$ cat config.mk
export PLATFORM = sky130hd
export DESIGN_NAME = risc16_pipe_core
export DESIGN_NICKNAME = d
export VERILOG_FILES = /design/src/rtl/risc16_pipe_core.sv
export SDC_FILE = /design/constraint.sdc
export NUM_CORES = 1
export LEC_CHECK = 0
export CAP_MARGIN = 0
export CORE_MARGIN = 2
export CORE_UTILIZATION = 55
export DETAILED_ROUTE_END_ITERATION = 10
export GPL_ROUTABILITY_DRIVEN = 0
export GPL_TIMING_DRIVEN = 0
export HOLD_SLACK_MARGIN = 0.08
export MAX_ROUTING_LAYER = met4
export PLACE_DENSITY_LB_ADDON = 0.25
export RECOVER_POWER = 25
export SKIP_CTS_REPAIR_TIMING = 1
export SYNTH_ARGS = -nofsm -noshare
export SYNTH_HDL_FRONTEND = slang
export SYNTH_SLANG_ARGS = --single-unit
$ cat constraint.sdc
create_clock -name i_clk -period 8.15 [get_ports i_clk]
set_input_delay 0.815 -clock i_clk [delete_from_list [all_inputs] [get_ports i_clk]]
set_output_delay 0.815 -clock i_clk [all_outputs]
set_load 0.005 [all_outputs]
$ cat src/rtl/risc16_pipe_core.sv
// RiSC-16 five-stage in-order pipeline (IF/ID/EX/MEM/WB) with full EX forwarding,
// single-cycle load-use stall and EX-resolved branches (predict not-taken).

module risc16_regfile (
    input  logic        i_clk,
    input  logic        i_rst,
    input  logic        i_we,
    input  logic [2:0]  i_waddr,
    input  logic [15:0] i_wdata,
    input  logic [2:0]  i_raddr_a,
    input  logic [2:0]  i_raddr_b,
    input  logic [2:0]  i_raddr_c,
    output logic [15:0] o_rdata_a,
    output logic [15:0] o_rdata_b,
    output logic [15:0] o_rdata_c
);
    logic [15:0] r_memory [0:7];

    // r0 is hardwired to zero; a same-cycle WB write is visible to the reader
    function automatic logic [15:0] read_port(input logic [2:0] addr, input logic we,
                                              input logic [2:0] waddr, input logic [15:0] wdata,
                                              input logic [15:0] stored);
        logic [15:0] val;
        if (addr == 3'd0) begin
            val = 16'd0;
        end else if (we && (addr == waddr)) begin
            val = wdata;
        end else begin
            val = stored;
        end
        return val;
    endfunction

    assign o_rdata_a = read_port(i_raddr_a, i_we, i_waddr, i_wdata, r_memory[i_raddr_a]);
    assign o_rdata_b = read_port(i_raddr_b, i_we, i_waddr, i_wdata, r_memory[i_raddr_b]);
    assign o_rdata_c = read_port(i_raddr_c, i_we, i_waddr, i_wdata, r_memory[i_raddr_c]);

    // Register storage; writes to r0 are dropped
    always_ff @(posedge i_clk or negedge i_rst) begin
        if (!i_rst) begin
            for (int i = 0; i < 8; i++) begin
                r_memory[i] <= 16'd0;
            end
        end else if (i_we && (i_waddr != 3'd0)) begin
            r_memory[i_waddr] <= i_wdata;
        end
    end
endmodule

module risc16_pipe_core #(
    parameter logic [15:0] p_RESET_PC = 16'd0
) (
    input  logic        i_clk,
    input  logic        i_rst,
    input  logic [15:0] i_inst,
    output logic [15:0] o_pc,
    input  logic [15:0] i_mem_rd_data,
    output logic [15:0] o_mem_wr_data,
    output logic [15:0] o_mem_addr,
    output logic        o_mem_wr_en
);
    localparam logic [2:0] OP_ADD  = 3'd0;
    localparam logic [2:0] OP_ADDI = 3'd1;
    localparam logic [2:0] OP_NAND = 3'd2;
    localparam logic [2:0] OP_LUI  = 3'd3;
    localparam logic [2:0] OP_SW   = 3'd4;
    localparam logic [2:0] OP_LW   = 3'd5;
    localparam logic [2:0] OP_BEQ  = 3'd6;
    localparam logic [2:0] OP_JALR = 3'd7;

    function automatic logic writes_reg(input logic [2:0] op);
        return (op != OP_SW) && (op != OP_BEQ);
    endfunction

    // MEM (ALU result) wins over WB; r0 never forwarded
    function automatic logic [15:0] fwd(input logic [2:0] src, input logic [15:0] rf_val,
                                        input logic m_ok, input logic [2:0] m_dst, input logic [15:0] m_val,
                                        input logic w_ok, input logic [2:0] w_dst, input logic [15:0] w_val);
        logic [15:0] val;
        if (src == 3'd0) begin
            val = rf_val;
        end else if (m_ok && (m_dst == src)) begin
            val = m_val;
        end else if (w_ok && (w_dst == src)) begin
            val = w_val;
        end else begin
            val = rf_val;
        end
        return val;
    endfunction

    logic [15:0] pc_q, pc_d;
    logic        id_valid_q, id_valid_d, id_load_s;
    logic [15:0] id_inst_q, id_pc_q;
    logic        ex_valid_q, ex_valid_d;
    logic [15:0] ex_inst_q, ex_pc_q, ex_a_q, ex_b_q, ex_c_q;
    logic        mem_valid_q, mem_we_q;
    logic [2:0]  mem_op_q, mem_dst_q;
    logic [15:0] mem_result_q, mem_store_q, mem_npc_q;
    logic        r_valid_wb;
    logic [2:0]  wb_op_q, wb_dst_q;
    logic [15:0] wb_result_q, r_pc_wb;

    logic [2:0]  id_op_s, id_ra_s, id_rb_s, id_rc_s;
    logic [15:0] rf_a_s, rf_b_s, rf_c_s;
    logic        id_uses_ra_s, id_uses_rb_s, id_uses_rc_s, load_use_s;
    logic [2:0]  ex_op_s, ex_ra_s, ex_rb_s, ex_rc_s;
    logic [15:0] ex_simm_s, a_s, b_s, c_s, ex_result_s, ex_seq_s, ex_target_s, ex_npc_s;
    logic        redirect_s, mem_fwd_ok_s, wb_fwd_ok_s, wb_we_s;

    assign id_op_s = id_inst_q[15:13];
    assign id_ra_s = id_inst_q[12:10];
    assign id_rb_s = id_inst_q[9:7];
    assign id_rc_s = id_inst_q[2:0];
    assign id_uses_ra_s = (id_op_s == OP_SW) || (id_op_s == OP_BEQ);
    assign id_uses_rb_s = (id_op_s != OP_LUI);
    assign id_uses_rc_s = (id_op_s == OP_ADD) || (id_op_s == OP_NAND);
    assign load_use_s = id_valid_q && ex_valid_q && (ex_op_s == OP_LW) &&
                        ((id_uses_ra_s && (id_ra_s == ex_ra_s)) ||
                         (id_uses_rb_s && (id_rb_s == ex_ra_s)) ||
                         (id_uses_rc_s && (id_rc_s == ex_ra_s)));

    assign wb_we_s = r_valid_wb && writes_reg(wb_op_q);

    risc16_regfile regfile (
        .i_clk     (i_clk),
        .i_rst     (i_rst),
        .i_we      (wb_we_s),
        .i_waddr   (wb_dst_q),
        .i_wdata   (wb_result_q),
        .i_raddr_a (id_ra_s),
        .i_raddr_b (id_rb_s),
        .i_raddr_c (id_rc_s),
        .o_rdata_a (rf_a_s),
        .o_rdata_b (rf_b_s),
        .o_rdata_c (rf_c_s)
    );

    assign ex_op_s   = ex_inst_q[15:13];
    assign ex_ra_s   = ex_inst_q[12:10];
    assign ex_rb_s   = ex_inst_q[9:7];
    assign ex_rc_s   = ex_inst_q[2:0];
    assign ex_simm_s = {{9{ex_inst_q[6]}}, ex_inst_q[6:0]};
    assign ex_seq_s  = ex_pc_q + 16'd1;

    // A load in MEM has no data yet; the load-use stall covers that case
    assign mem_fwd_ok_s = mem_valid_q && writes_reg(mem_op_q) && (mem_op_q != OP_LW);
    assign wb_fwd_ok_s  = wb_we_s;
    assign a_s = fwd(ex_ra_s, ex_a_q, mem_fwd_ok_s, mem_dst_q, mem_result_q, wb_fwd_ok_s, wb_dst_q, wb_result_q);
    assign b_s = fwd(ex_rb_s, ex_b_q, mem_fwd_ok_s, mem_dst_q, mem_result_q, wb_fwd_ok_s, wb_dst_q, wb_result_q);
    assign c_s = fwd(ex_rc_s, ex_c_q, mem_fwd_ok_s, mem_dst_q, mem_result_q, wb_fwd_ok_s, wb_dst_q, wb_result_q);

    // EX datapath: ALU result doubles as the data address for SW/LW
    always_comb begin
        ex_result_s = 16'd0;
        case (ex_op_s)
            OP_ADD:  ex_result_s = b_s + c_s;
            OP_ADDI: ex_result_s = b_s + ex_simm_s;
            OP_NAND: ex_result_s = ~(b_s & c_s);
            OP_LUI:  ex_result_s = {ex_inst_q[9:0], 6'd0};
            OP_SW:   ex_result_s = b_s + ex_simm_s;
            OP_LW:   ex_result_s = b_s + ex_simm_s;
            OP_JALR: ex_result_s = ex_seq_s;
            default: ex_result_s = 16'd0;
        endcase
    end

    assign redirect_s  = ex_valid_q && (((ex_op_s == OP_BEQ) && (a_s == b_s)) || (ex_op_s == OP_JALR));
    assign ex_target_s = (ex_op_s == OP_JALR) ? b_s : (ex_seq_s + ex_simm_s);
    assign ex_npc_s    = redirect_s ? ex_target_s : ex_seq_s;

    // Front-end control: redirect flushes IF/ID, load-use freezes them
    always_comb begin
        pc_d       = pc_q + 16'd1;
        id_valid_d = 1'b1;
        id_load_s  = 1'b1;
        ex_valid_d = id_valid_q;
        if (redirect_s) begin
            pc_d       = ex_target_s;
            id_valid_d = 1'b0;
            ex_valid_d = 1'b0;
        end else if (load_use_s) begin
            pc_d       = pc_q;
            id_valid_d = id_valid_q;
            id_load_s  = 1'b0;
            ex_valid_d = 1'b0;
        end else begin
            pc_d       = pc_q + 16'd1;
            id_valid_d = 1'b1;
            id_load_s  = 1'b1;
            ex_valid_d = id_valid_q;
        end
    end

    // Pipeline registers for all stages
    always_ff @(posedge i_clk or negedge i_rst) begin
        if (!i_rst) begin
            pc_q         <= p_RESET_PC;
            id_valid_q   <= 1'b0;
            id_inst_q    <= 16'd0;
            id_pc_q      <= 16'd0;
            ex_valid_q   <= 1'b0;
            ex_inst_q    <= 16'd0;
            ex_pc_q      <= 16'd0;
            ex_a_q       <= 16'd0;
            ex_b_q       <= 16'd0;
            ex_c_q       <= 16'd0;
            mem_valid_q  <= 1'b0;
            mem_we_q     <= 1'b0;
            mem_op_q     <= 3'd0;
            mem_dst_q    <= 3'd0;
            mem_result_q <= 16'd0;
            mem_store_q  <= 16'd0;
            mem_npc_q    <= 16'd0;
            r_valid_wb   <= 1'b0;
            wb_op_q      <= 3'd0;
            wb_dst_q     <= 3'd0;
            wb_result_q  <= 16'd0;
            r_pc_wb      <= 16'd0;
        end else begin
            pc_q       <= pc_d;
            id_valid_q <= id_valid_d;
            if (id_load_s) begin
                id_inst_q <= i_inst;
                id_pc_q   <= pc_q;
            end
            ex_valid_q   <= ex_valid_d;
            ex_inst_q    <= id_inst_q;
            ex_pc_q      <= id_pc_q;
            ex_a_q       <= rf_a_s;
            ex_b_q       <= rf_b_s;
            ex_c_q       <= rf_c_s;
            mem_valid_q  <= ex_valid_q;
            mem_we_q     <= ex_valid_q && (ex_op_s == OP_SW);
            mem_op_q     <= ex_op_s;
            mem_dst_q    <= ex_ra_s;
            mem_result_q <= ex_result_s;
            mem_store_q  <= a_s;
            mem_npc_q    <= ex_npc_s;
            r_valid_wb   <= mem_valid_q;
            wb_op_q      <= mem_op_q;
            wb_dst_q     <= mem_dst_q;
            wb_result_q  <= (mem_op_q == OP_LW) ? i_mem_rd_data : mem_result_q;
            r_pc_wb      <= mem_npc_q;
        end
    end

    assign o_pc          = pc_q;
    assign o_mem_addr    = mem_result_q;
    assign o_mem_wr_data = mem_store_q;
    assign o_mem_wr_en   = mem_we_q;
endmodule

Word level (Yosys, flattened, before mapping)
Index checks and enable logic that the tools add are counted.
- bitwise gates (word level): 6
- reduce and logical (&&, ||, !) cells: 40
- equality and inequality tests: 31
- $lt $le $gt $ge: 5
- $add $sub $neg: 5
- muxes and demuxes: 38
- operator list (cell ; number):
    $mux W16 ; 26
    $bmux W16 S3 ; 3
    $bwmux W128 ; 1
    $pmux W16 S5 ; 1
    $add A16 B16 Y16 ; 3
    $demux W16 S3 ; 1
    $eq A3 B3 Y1 ; 12
    $add A16 B1 Y16 const B ; 2
    $logic_and A1 B1 Y1 ; 25
    $logic_not A3 Y1 ; 8
    $eq A3 B3 Y1 const B ; 7
    $and A16 B16 Y16 ; 1
    $eq A16 B16 Y1 ; 1
    $ge A4 B4 Y1 const B ; 4
    $not A16 Y16 ; 1
    $not A3 Y4 ; 4
    $ne A3 B3 Y1 const B ; 5
    $eq A3 B2 Y1 const B ; 3
    $mux W1 ; 6
    $logic_or A1 B1 Y1 ; 5
    $lt A4 B1 Y1 const B ; 1
    $eq A3 B1 Y1 const B ; 1
    $ne A3 B2 Y1 const B ; 1
    $reduce_bool A3 Y1 ; 1
    2 further kinds ; 2
- output and inout bits: 49
- input bits: 34
- bits in registers: 321
- word-level logic and storage cells: 153

Depth between registers and ports, before layout
- word-level depth: 12
- depth in mapped cells: 23
- gate-level depth less buffers: 20

Modules after synthesis
From an unflattened synthesis, not the netlist that was laid out.
- cell total of the unflattened synthesis: 1642
- area, all modules: 17929.7 sq um
- by module, submodules not included (module ; times used ; area each (sq um) ; seq. area each (sq um) ; cells each):
    risc16_pipe_core ; 1 ; 9608.0 ; 4804.6 ; 944
    risc16_regfile ; 1 ; 8321.7 ; 3203.1 ; 698

Least setup slack after synthesis
OpenSTA, ideal clock, no wires.
- kind: reg2reg
- start: reg mem_op_q[0]
- end: reg mem_result_q[14], in the netlist o_mem_addr[14]
- path buffers: 3
- library setup time: 0.133 ns
- arrival time: 4.277 ns
- clock period less this slack: 4.410 ns
- data required time: 8.017 ns
- cell stages (with the launch flop): 23
- slack: 3.740 ns
- cell sequence: dfrtp_1 > nand2_1 > a21boi_2 > and4_1 > clkbuf_1 > o32a_1 > clkbuf_1 > clkbuf_1 > o21ai_0 > o21ai_0 > ha_1 > inv_1 > fa_1 > nor2b_1 > o21ai_0 > a21boi_0 > o21ai_0 > a21oi_1 > o211a_1 > o21ai_0 > nand2b_1 > mux2i_1 > o211ai_1
- longest elaborated chain between the ends: 10
- elaborated cells on any way between the ends: 17
- those cells by class: add/sub: 2; eq/ne: 3; mux: 5; bitwise: 2; reduce/logical: 5
- ends and longest elaborated chain (element ; line ; RTL):
    start, declared ; 98 ; logic [2:0] mem_op_q, mem_dst_q;
    start signal, assigned ; 235 ; mem_op_q <= ex_op_s;
    $ne A3 B3 Y1 ; 72 ; return (op != OP_SW) && (op != OP_BEQ);
    $logic_and A1 B1 Y1 ; 72 ;
    $logic_and A1 B1 Y1 ; 147 ; assign mem_fwd_ok_s = mem_valid_q && writes_reg(mem_op_q) && (mem_op_q != OP_LW);
    $logic_and A1 B1 Y1 * ; 147 ;
    parallel branches: the longest is 5 deep, another holds $add A16 B16 Y16 ; - ;
    $pmux W16 S5 * ; 156 ; case (ex_op_s)
    via ex_result_s[14] ; 108 ; logic [15:0] ex_simm_s, a_s, b_s, c_s, ex_result_s, ex_seq_s, ex_target_s, ex_npc_s;
    end signal, assigned ; 237 ; mem_result_q <= ex_result_s;
    end, declared ; 99 ; logic [15:0] mem_result_q, mem_store_q, mem_npc_q;
Mark *: on every way through the listed nets, which the timed path passes.
A chain may end at the register's enable or synchronous reset.

Final worst setup path
Ends and elaborated chain as after synthesis.

==> reports/results.tsv <==
stage	metric	value	unit
synthesis	Post-synth EDFFs	0	
drt	Vias	13230	
drt	router iterations before antenna repair	6	
floorplanning	Die Span Y	185.6	um
floorplanning	placement row count	66	
hold_path	worst hold path type	reg2reg	
placement	worst slack, placed	2.410	ns
grt	vias in the first global route	13410	
run_status	failing checks	max-capacitance violations, max-slew violations	
sta	worst setup margin	2.178	ns
critical_path	crit path launch	mem_op_q[0]	
critical_path	capture point of the critical path	o_mem_addr[14]	
synthesis	synth unique cells	74	
sta	final setup violation count	0	
critical_path	Crit Path Category	reg2reg	
critical_path	reg2reg start	mem_op_q[0]	
drt	drt via density	6.369	
clock_network	clk_lat worst skew	0.53	ns
sta	Peak Freq	167.5	MHz
layout	area grow syn2layout	15.05	%
grt	largest net degree at the start of global routing	128	
layout	Final Net Count	1676	
drt	Initial DRC Count	1184	
sta	final critical-path required period	5.972	ns
drt	residual DRC count	0	
critical_path	critical path endpoint category	register	
floorplanning	Die Wd	185.6	um
drt	Routed WL	50920	um
sta	worst rel slew slack	-2.531	
critical_path	Reg2Reg Capture Point	o_mem_addr[14]	
critical_path	arrival time worst endpoint	6.36	ns
sta	Slew @ Worst Pin	5.296	ns
critical_path	startpoint types	register	
placement	DP Wirelength	37960	um
clock_network	Root Driver	clkbuf_16	
floorplanning	Initial Util	0.5576	
flow_run	max-cap viol count	1	
sta	endpoints failing hold	0	
clock_network	CTS HTree Levels	2	
grt	gr ovfl total	0	
grt	first-pass GRT wire length	78520	um
sta	fin crit share	0.7328	
clock_network	TritonCTS clock tree	built	
synthesis	Mapped Area	18140	um^2
layout	n_diodes	0	
pwr	maximum vdd ir drop	0.0002086	V
run_status	status	finished with violations	
floorplanning	placeable core area	32540	um^2
placement	PortBufs	82	
clock_network	clk buf depth	3	
sta	unrepaired setup endpoints after global routing	no	
critical_path	reg2reg path depth	22	
clock_network	Clock Pin Slew Worst Setup and Hold Paths	0.06	ns
synthesis	net count after synthesis	1554	
synthesis	synth warn	0	
synthesis	FF+latch count, synth	320	
layout	commonest non-fill, non-tap cells in the layout	dfrtp_1, mux2_2, clkbuf_1, nor2_1, mux4_2	
layout	number of flip-flops in the largest register	128	
clock_network	CTS buffer count	36	
grt	initial antenna violation count	0	
layout	commonest non-fill, non-tap cell in the layout	dfrtp_1	
critical_path	flop2flop setup slack	2.18	ns
floorplanning	area of the die	34460	um^2
pwr	Pleak	8.566	nW
floorplanning	# IOs	83	
pwr	Power Density	376.4	nW/um^2
pwr	Overall Power	7.857	mW
synthesis	Main synth FF type	dfrtp_1	
clock_network	Clock Sinks	320	
synthesis	ys async rst share	1.000	
sta	Slew Limit Fails	97	
layout	share of layout cells above drive strength 1	0.2440	
critical_path	WP data required	8.54	ns
synthesis	Syn Area/Cell	12.22	um^2
sta	Worst Skew	0.01866	ns
synthesis	Mapped Cells	1485	
grt	gr usage total	0.3137	
sta	Hold Slack	0.3690	ns
layout	Most flops, register	regfile.r_memory	
critical_path	Max FO, Critical Path	10	
drt	antenna-violating nets left	0	
drt	WL/cell	24.52	um
synthesis	Seq/Total Area, Yosys	0.4413	
## worst min-delay path by stage
stage | from | to | slack, ns | cells past startpoint
4_1_cts | i_rst | ex_pc_q[1] | 0.33 | 1
5_1_grt | id_pc_q[7] | ex_pc_q[7] | 0.38 | 0
6_report | id_pc_q[11] | ex_pc_q[11] | 0.37 | 0
2_1_floorplan | mem_valid_q | r_valid_wb | 0.35 | 0
3_5_place_dp | id_pc_q[0] | ex_pc_q[0] | 0.36 | 0
3_3_place_gp | id_pc_q[4] | ex_pc_q[4] | 0.35 | 0
## where the power goes
group,total (mW),internal [mW],switching [mW],leakage (nW)
clock network,1.77,1.09,0.676,0.638
registers,2.86,2.24,0.626,3.89
logic,3.23,1.68,1.55,4.04
total,7.86,5.00,2.85,8.57
## critical path: stages (launching register included)
cell and delay [ns]:
dfrtp_1 0.36, nand2_1 0.07, a21boi_2 0.32, and4_1 0.24, clkbuf_1 0.51, o32a_1 0.42, clkbuf_1 0.41, clkbuf_1 0.40
o21ai_0 0.23, o21ai_0 0.20, ha_1 0.20, inv_1 0.06, fa_1 0.43, nor2b_1 0.15, o21ai_0 0.14, a21boi_0 0.35
o21ai_0 0.17, a21oi_1 0.38, o211a_1 0.22, o21ai_0 0.08, nand2b_1 0.14, mux2i_1 0.22, o211ai_1 0.11
## metal layers
layer	vias up	routed length, um	global-route usage
met2	548	25470	0.5245
li1	5794	-	-
met5	-	0	-
met1	6731	20140	0.3872
met3	156	3002	0.04167
met4	0	2307	0.1317
## cell usage after synthesis, types with 3 or more instances
cell,instances,area [um^2]
o221ai_1,6,52.55
mux2i_1,86,860.8
nand4_1,8,50.05
o21ai_0,44,220.2
a211oi_1,60,450.4
xnor2_1,60,525.5
a31oi_1,4,25.02
and4_1,4,35.03
nand3_1,34,170.2
inv_1,16,60.06
buf_2,3,15.01
buf_6,3,33.78
a21oi_1,38,190.2
dfrtp_1,320,8008
nor3b_1,3,22.52
mux2_2,173,1948
xor2_1,37,324.1
o211ai_1,5,37.54
nand4b_1,7,61.31
a21o_1,7,52.55
nand2b_1,8,50.05
buf_4,5,37.54
mux4_2,96,2162
ha_1,33,412.9
nor2_1,101,379.1
or3_1,19,118.9
nand2_1,57,214.0
nor3_2,3,30.03
nor4_1,4,25.02
o21a_1,3,22.52
nand3b_1,3,22.52
and2_1,4,25.02
buf_1,7,26.28
nor3_1,16,80.08
o221a_2,31,349.1
or2_2,6,37.54
clkbuf_1,108,405.4
nor2b_1,6,37.54
and3_1,14,87.58
## cell families after synthesis
| family | Yosys count | synth area share |
|---|---|---|
| AOI/OAI and AO/OA | 227 | 0.09365 |
| buffers and inverters | 143 | 0.03221 |
| muxes | 357 | 0.2752 |
| xor gates and xnor gates | 97 | 0.04682 |
| and+or+nand+nor | 306 | 0.08579 |
| adders and majority gates | 35 | 0.02496 |
| DFF | 320 | 0.4413 |
## through the flow
stage,cells,TNS [ns],area (um^2),utilization
detailed placement,2011,0,19580,0.6017
floorplan,1485,0,18140,-
CTS,2077,0,20890,0.6419
global placement,2009,-2278.46,19520,0.5999
global route,2077,0,20870,0.6416
finish,2077,0,20870,0.6416
## cell type report
cell class | instances | area [um^2]
well taps | 442 | 553.0
repair buffers | 84 | 869.6
flip-flops and latches | 320 | 8008
clock buffers | 51 | 1080
fillers | 2548 | 11660
plain buffers | 126 | 518.0
multi-input cells | 1022 | 9552
clock inverters | 15 | 227.7
inverters | 17 | 66.31
No activity file was read; power rests on OpenSTA's default activity.
